### src/rtl/rkold_prev_writer.sv
// Packs a scalar residual stream into no_of_units-wide words and writes them to the rKold_prev memory.
// Optional status counter words_written is enabled by defining RKOLD_WRITER_STATUS_EN.
module rkold_prev_writer #(
    parameter int element_width = 64,
    parameter int no_of_units   = 8,
    parameter int address_width = 20,
    parameter int base_address  = 0,
    parameter int max_words     = 1001
) (
    input  logic                                   clk,
    input  logic                                   reset,
    input  logic                                   start,
    input  logic [address_width-1:0]               vector_length,
    input  logic [element_width-1:0]               in_data,
    input  logic                                   in_valid,
    output logic                                   in_ready,
    output logic [element_width*no_of_units-1:0]   mem_input_data,
    output logic [address_width-1:0]               mem_address,
    output logic                                   mem_write_enable,
    output logic                                   busy,
    output logic                                   done,
`ifdef RKOLD_WRITER_STATUS_EN
    output logic [address_width-1:0]               words_written,
`endif
    output logic                                   error
);

    localparam int WORD_W = element_width * no_of_units;
    localparam int LANE_W = (no_of_units > 1) ? $clog2(no_of_units) : 1;
    localparam int unsigned MAX_ELEMS = max_words * no_of_units;
    localparam logic [LANE_W-1:0] LAST_LANE = LANE_W'(no_of_units - 1);
    localparam logic [address_width-1:0] BASE = address_width'(base_address);

    localparam logic [1:0] IDLE    = 2'd0;
    localparam logic [1:0] COLLECT = 2'd1;
    localparam logic [1:0] DONE_ST = 2'd2;

    logic [1:0]               state;
    logic [address_width-1:0] len_q;
    logic [address_width-1:0] elem_cnt;
    logic [address_width-1:0] word_idx;
    logic [LANE_W-1:0]        lane;
    logic [WORD_W-1:0]        asm_q;
    logic [WORD_W-1:0]        asm_next;
    logic                     accept;
    logic                     last_elem;

    assign accept    = in_valid & in_ready;
    assign last_elem = (elem_cnt == len_q - 1'b1);

    // The incoming element is merged into its lane so a full word can be written on the accepting edge.
    always_comb begin
        asm_next = asm_q;
        asm_next[lane*element_width +: element_width] = in_data;
    end

    // NOTE: sequential state uses non-blocking assignments only; the assembly register is a
    // flop bank (not a RAM), so it is cleared on reset like every other register.
    always_ff @(posedge clk or posedge reset) begin
        if (reset) begin
            state            <= IDLE;
            len_q            <= '0;
            elem_cnt         <= '0;
            word_idx         <= '0;
            lane             <= '0;
            asm_q            <= '0;
            in_ready         <= 1'b0;
            mem_input_data   <= '0;
            mem_address      <= '0;
            mem_write_enable <= 1'b0;
            busy             <= 1'b0;
            done             <= 1'b0;
            error            <= 1'b0;
`ifdef RKOLD_WRITER_STATUS_EN
            words_written    <= '0;
`endif
        end else begin
            mem_write_enable <= 1'b0;
            done             <= 1'b0;
            case (state)
                IDLE: begin
                    if (start) begin
                        error    <= 1'b0;
                        len_q    <= vector_length;
                        elem_cnt <= '0;
                        word_idx <= '0;
                        lane     <= '0;
                        asm_q    <= '0;
`ifdef RKOLD_WRITER_STATUS_EN
                        words_written <= '0;
`endif
                        if (vector_length == '0) begin
                            state <= DONE_ST;
                            busy  <= 1'b1;
                        end else if (32'(vector_length) > MAX_ELEMS) begin
                            error <= 1'b1;
                        end else begin
                            state    <= COLLECT;
                            busy     <= 1'b1;
                            in_ready <= 1'b1;
                        end
                    end
                end
                COLLECT: begin
                    if (accept) begin
                        elem_cnt <= elem_cnt + 1'b1;
                        if (lane == LAST_LANE || last_elem) begin
                            // Clearing the assembly here lets the next element land in lane 0 without a stall.
                            mem_input_data   <= asm_next;
                            mem_address      <= BASE + word_idx;
                            mem_write_enable <= 1'b1;
                            word_idx         <= word_idx + 1'b1;
                            lane             <= '0;
                            asm_q            <= '0;
`ifdef RKOLD_WRITER_STATUS_EN
                            words_written    <= words_written + 1'b1;
`endif
                        end else begin
                            asm_q <= asm_next;
                            lane  <= lane + 1'b1;
                        end
                        if (last_elem) begin
                            in_ready <= 1'b0;
                            state    <= DONE_ST;
                        end
                    end
                end
                DONE_ST: begin
                    done  <= 1'b1;
                    busy  <= 1'b0;
                    state <= IDLE;
                end
                default: begin
                    state    <= IDLE;
                    busy     <= 1'b0;
                    in_ready <= 1'b0;
                end
            endcase
        end
    end

endmodule

### config.mk
export PLATFORM = sky130hd
export DESIGN_NAME = rkold_prev_writer
export DESIGN_NICKNAME = d
export VERILOG_FILES = /design/src/rtl/rkold_prev_writer.sv
export SDC_FILE = /design/constraint.sdc
export NUM_CORES = 2
export LEC_CHECK = 0
export ABC_AREA = 0
export BUFFER_PORTS_ARGS = -buffer_cell sky130_fd_sc_hd__buf_2
export CAP_MARGIN = 20
export CORE_MARGIN = 4
export CORE_UTILIZATION = 25
export CTS_CLUSTER_SIZE = 24
export DETAILED_ROUTE_END_ITERATION = 8
export PLACE_DENSITY = 0.43
export SYNTH_ARGS = -nofsm -noshare
export SYNTH_HDL_FRONTEND = slang
export SYNTH_SLANG_ARGS = --single-unit
### constraint.sdc
create_clock -name clk -period 41.3 [get_ports clk]
set_input_delay 4.13 -clock clk [delete_from_list [all_inputs] [get_ports clk]]
set_output_delay 4.13 -clock clk [all_outputs]
set_load 0.05 [all_outputs]
# ---- Word level (Yosys, flattened, before mapping)
# Cells that the tools add are included.
dict set report word_totals {
  regBits 1114
  out_inout_bits 537
}
dict set report classes {
  n_addsub 5
  n_reduce_logical 11
  mux 36
  order_cmp 1
  shifts 2
  eq_ne 11
  bitwise 3
}
# operator n
set ops {}
lappend ops {{512-bit two-way mux} 3}
lappend ops {{512-bit one-hot mux with 2 select lines} 1}
lappend ops {{512-bit bitwise mux} 1}
lappend ops {{64-bit by 34-bit variable shift with 512-bit output, first input constant} 1}
lappend ops {{64-bit by 34-bit indexed part select with 512-bit output} 1}
lappend ops {{20-bit two-way mux} 4}
lappend ops {{20-bit one-hot mux with 2 select lines} 2}
lappend ops {{20-bit by 1-bit adder with 20-bit output, second input constant} 2}
lappend ops {{9-bit negator with 34-bit output} 1}
lappend ops {{20-bit == test} 1}
lappend ops {{20-bit by 13-bit greater-than comparator with 1-bit output, second input constant} 1}
lappend ops {{20-bit logical NOT} 1}
lappend ops {{20-bit by 1-bit subtractor with 20-bit output, second input constant} 1}
lappend ops {{1-bit two-way mux} 13}
lappend ops {{2-bit != test, second input constant} 6}
lappend ops {{2-bit two-way mux} 5}
lappend ops {{3-bit two-way mux} 3}
lappend ops {{3-bit AND reduction} 3}
lappend ops {{4-bit AND reduction} 2}
lappend ops {{3-bit one-hot mux with 2 select lines} 1}
lappend ops {{6-bit AND reduction} 1}
lappend ops {{2-bit one-hot mux with 2 select lines} 1}
lappend ops {{3-bit by 1-bit adder with 3-bit output, second input constant} 1}
lappend ops {{3-bit == test, second input constant} 1}
lappend ops {{11 further kinds} 12}

# ---- Logic depth before layout (Yosys ltp)
dict set report logic_depth {
  ltp_word 6
  ltp_mapped 15
  mapped_depth_nobuf 11
}

# ---- Least setup slack after synthesis
# Ideal clock, no wire load.
dict set report synth_path {
  path_kind {in2reg}
  startpoint {input port in_valid}
  endpoint {register word_idx[7]}
  setup_ns 0.078
  t_arrival_ns 5.668
  stages 6
  path_slack_ns 35.554
  cell_sequence {nand3_1 a21oi_1 nand4_1 clkbuf_1 or4_1 a21oi_1}
}
dict set report synth_via {
  elab_chain_len 3
}
# element line
set synth_lines {}
lappend synth_lines {{start, declared} 15} ;# input logic in_valid,
lappend synth_lines {{1-bit bitwise AND} 48} ;# assign accept = in_valid & in_ready;
lappend synth_lines {{2-bit != test (no line)} --}
lappend synth_lines {{4-bit AND reduction (no line)} --}
lappend synth_lines {{end signal, assigned} 112} ;# word_idx <= word_idx + 1'b1;
lappend synth_lines {{end, declared} 41} ;# logic [address_width-1:0] word_idx;
# No other way between the ends.
# A chain may end at the register's enable or synchronous reset.

==> flow_summary.json <==
{
  "status": "complete, no violations",
  "swShare": 0.347,
  "clk_latency_ns": 0.79,
  "cp-start-kind": "input pin",
  "cp_cell_sequence": "buf_2 > inv_8 > buf_4 > buf_4 > buf_4 > buf_4 > buf_16 > buf_4",
  "drive_above_1_share": 0.205,
  "synth_nets": 4470,
  "synth_area_per_cell_um2": 11.1,
  "cp_common_cell": "buf_4",
  "clockBufferDepth": 3,
  "finalCritPeriodShare": 0.187,
  "htree_levels": 4,
  "r2r_slack_ns": 35.72,
  "die_w_um": 448,
  "cp-end-kind": "async pin",
  "place_congestion": 0.771,
  "post-cts-setup-buffer-count": 0,
  "drcViolationCount": 0,
  "whs_path_depth": 1,
  "fin_tns_setup_ns": 0,
  "hp-class": "reg2reg",
  "p_seq_frac": 0.376,
  "cp.arrival_ns": 8.51,
  "cts_root_buf": "clkbuf_16",
  "power.internal_uw": 2000,
  "cts_sinks": 1114,
  "syn_to_final_growth_pct": 20.2,
  "power_frac_clock": 0.409,
  "die_area_um2": 201000,
  "synth_area_leaders": "dfrtp_1 (58%), o21ai_0 (8.2%), mux2_1 (5.4%), a32o_1 (5.3%), nand2_1 (4.2%)",
  "max_stage_delay_ns": 0.81,
  "cts_buffers": 140,
  "path_clk_slew_ns": 0.06,
  "synth.distinct_cells": 66,
  "ant_nets": 0,
  "dp.final_hpwl_mm": 129,
  "synth_edf_count": 0,
  "vias_per_cell": 5.05,
  "worst_pin_slew_ns": 1.38,
  "initial_core_util": 0.251,
  "nNetsFinal": 4856,
  "cts_hold_buffers": 0,
  "drtPass1Iterations": 5,
  "fmax_mhz": 130,
  "port_buffers": 624,
  "synthFlopType": "dfrtp_1",
  "wl_per_cell_um": 26.8,
  "die_h_um": 448,
  "worstHoldStart": "mem_input_data[92]",
  "via_count": 37370,
  "async_flop_share": 1.00,
  "post_cts_resized": 0,
  "routed_wl_mm": 198,
  "criticalPathCategory": "in2async",
  "gr-usage-all-layers": 0.194,
  "grt_pass1_wl_mm": 284,
  "utilization": 0.302,
  "powerDensity_nw_per_um2": 52.7,
  "ys_ff_latch": 1114,
  "p_leak_uw": 0.0278,
  "yosysWarnings": 0,
  "min_to": "mem_input_data[92]",
  "finalSetupViolCount": 0,
  "synth_top_area_cell": "dfrtp_1",
  "rsz0062_at_grt": "false",
  "ir_drop_uv": 42.1,
  "mostFrequentLayoutCells": "dfrtp_1 (1114), o21ai_0 (795), buf_2 (624)",
  "r2r_cells": 11,
  "antenna_found_initial": 12,
  "grt_start_max_net_pins": 175,
  "drv_slew": 0,
  "r2r_end": "mem_input_data[130]",
  "combinationalPowerShare": 0.214,
  "drt-initial-drc-count": 2980,
  "finalCriticalPeriod_ns": 7.72,
  "final_common_cell": "dfrtp_1",
  "worstPathMaxFanout": 98,
  "maxCapViolCount": 0,
  "critPathSlowestCell": "buf_4",
  "io_pins": 625,
  "r2r_start": "len_q[0]",
  "core.rowCount": 161,
  "synth_cells": 4372,
  "required_ns": 42.09,
  "whs_ns": 0.482,
  "max_slew_margin": 0.0801,
  "ys_seq_area_frac": 0.576,
  "finalHoldViolCount": 0,
  "cts_tree": "done",
  "grt_pass1_vias": 37711,
  "syn-cell-area_um2": 48400,
  "grt-ovfl-total": 0,
  "synth_top_area_share": 0.576,
  "skew_ns": 0.0436,
  "switchingPower_uw": 1060,
  "coreArea_um2": 192000
}
==> synthesized netlist by cell type (all sizes together), types with 3 or more instances <==
| library cell | instances |
|---|---|
| a21oi | 151 |
| or4 | 10 |
| and2 | 3 |
| a32o | 256 |
| a31oi | 6 |
| clkbuf | 307 |
| o2bb2ai | 128 |
| and4 | 3 |
| nand3 | 17 |
| o31ai | 8 |
| xnor2 | 20 |
| nor4 | 9 |
| a31o | 3 |
| nor3 | 18 |
| inv | 12 |
| xor2 | 23 |
| mux2 | 278 |
| nor2 | 165 |
| o21ai | 799 |
| nand2b | 5 |
| nand2 | 547 |
| buf | 144 |
| ha | 10 |
| a21o | 7 |
| nor2b | 4 |
| and3 | 18 |
| dfrtp | 1114 |
| a22o | 128 |
| mux2i | 128 |
| nand4 | 11 |
| or3 | 16 |
==> worst max path at each step <==
| stage | start | endpoint | slack, ns | cells after the start |
|---|---|---|---|---|
| 2_1_floorplan | reset | asm_q[0] | 5.80 | 1 |
| 3_3_place_gp | reset | mem_input_data[274] | 32.10 | 7 |
| 3_5_place_dp | reset | mem_input_data[271] | 32.05 | 7 |
| 4_1_cts | reset | mem_input_data[273] | 32.97 | 7 |
| 5_1_grt | reset | mem_input_data[273] | 32.86 | 8 |
| 6_report | reset | mem_input_data[384] | 33.58 | 8 |
==> worst max-delay path: cells and delay by family <==
| kind | cells | cell delay, ns |
|---|---|---|
| buffers and inverters | 8 | 4.22 |
==> stage by stage <==
step                      area [um^2]  std cells  power, uW  setup WS (ns)
after global routing            58100       7394       3200          32.86
after floorplan                 48400       4372       1580           5.80
after global placement          53300       7138       1840          32.10
after detailed placement        53400       7141       1840          32.05
after CTS                       58100       7393       3110          32.97
final                           58100       7397       3070          33.58
==> cell type report <==
class | count | area, um^2
multi-input cells | 2795 | 18500
well taps | 2526 | 3160
flip-flops and latches | 1114 | 27900
inverters | 12 | 65.1
fillers | 19854 | 134000
diodes | 3 | 7.51
clock buffers | 219 | 4230
repair buffers | 695 | 3770
clock inverters | 33 | 494
==> cells by family (layout without fill, tap and decap cells) <==
family                   after synthesis  after routing  share of synthesized area
adder cells (fa/ha/maj)               10             10                    0.00259
flip-flops                          1114           1114                      0.576
XOR/XNOR                              43             43                    0.00779
multiplexers                         406            406                     0.0912
other                                  0              3                          0
AND/OR/NAND/NOR                      834            834                     0.0726
buffers and inverters                463            959                     0.0448
AO/OA/AOI/OAI                       1502           1502                      0.205
==> power by group through the flow <==
stage	Clock, uW	Sequential [uW]	Combinational, uW
2_1_floorplan	0	1170	410
3_3_place_gp	0	1170	662
3_5_place_dp	0	1170	668
4_1_cts	1290	1150	670
5_1_grt	1330	1160	709
6_report	1260	1150	657
==> sequential cells by signal (all words and copies together), names as in the netlist <==
name / cells
asm_q: 512
busy: 1
done: 1
elem_cnt: 20
error: 1
in_ready: 1
lane: 3
len_q: 20
mem_address: 20
mem_input_data: 512
mem_write_enable: 1
state: 2
word_idx: 20
==> layer usage <==
metal	track usage	routed length (um)
met5	0	13
met4	0.0744	7690
met3	0.0357	9420
met2	0.334	98900
met1	0.240	81900
No activity file was read; power rests on OpenSTA's default activity.
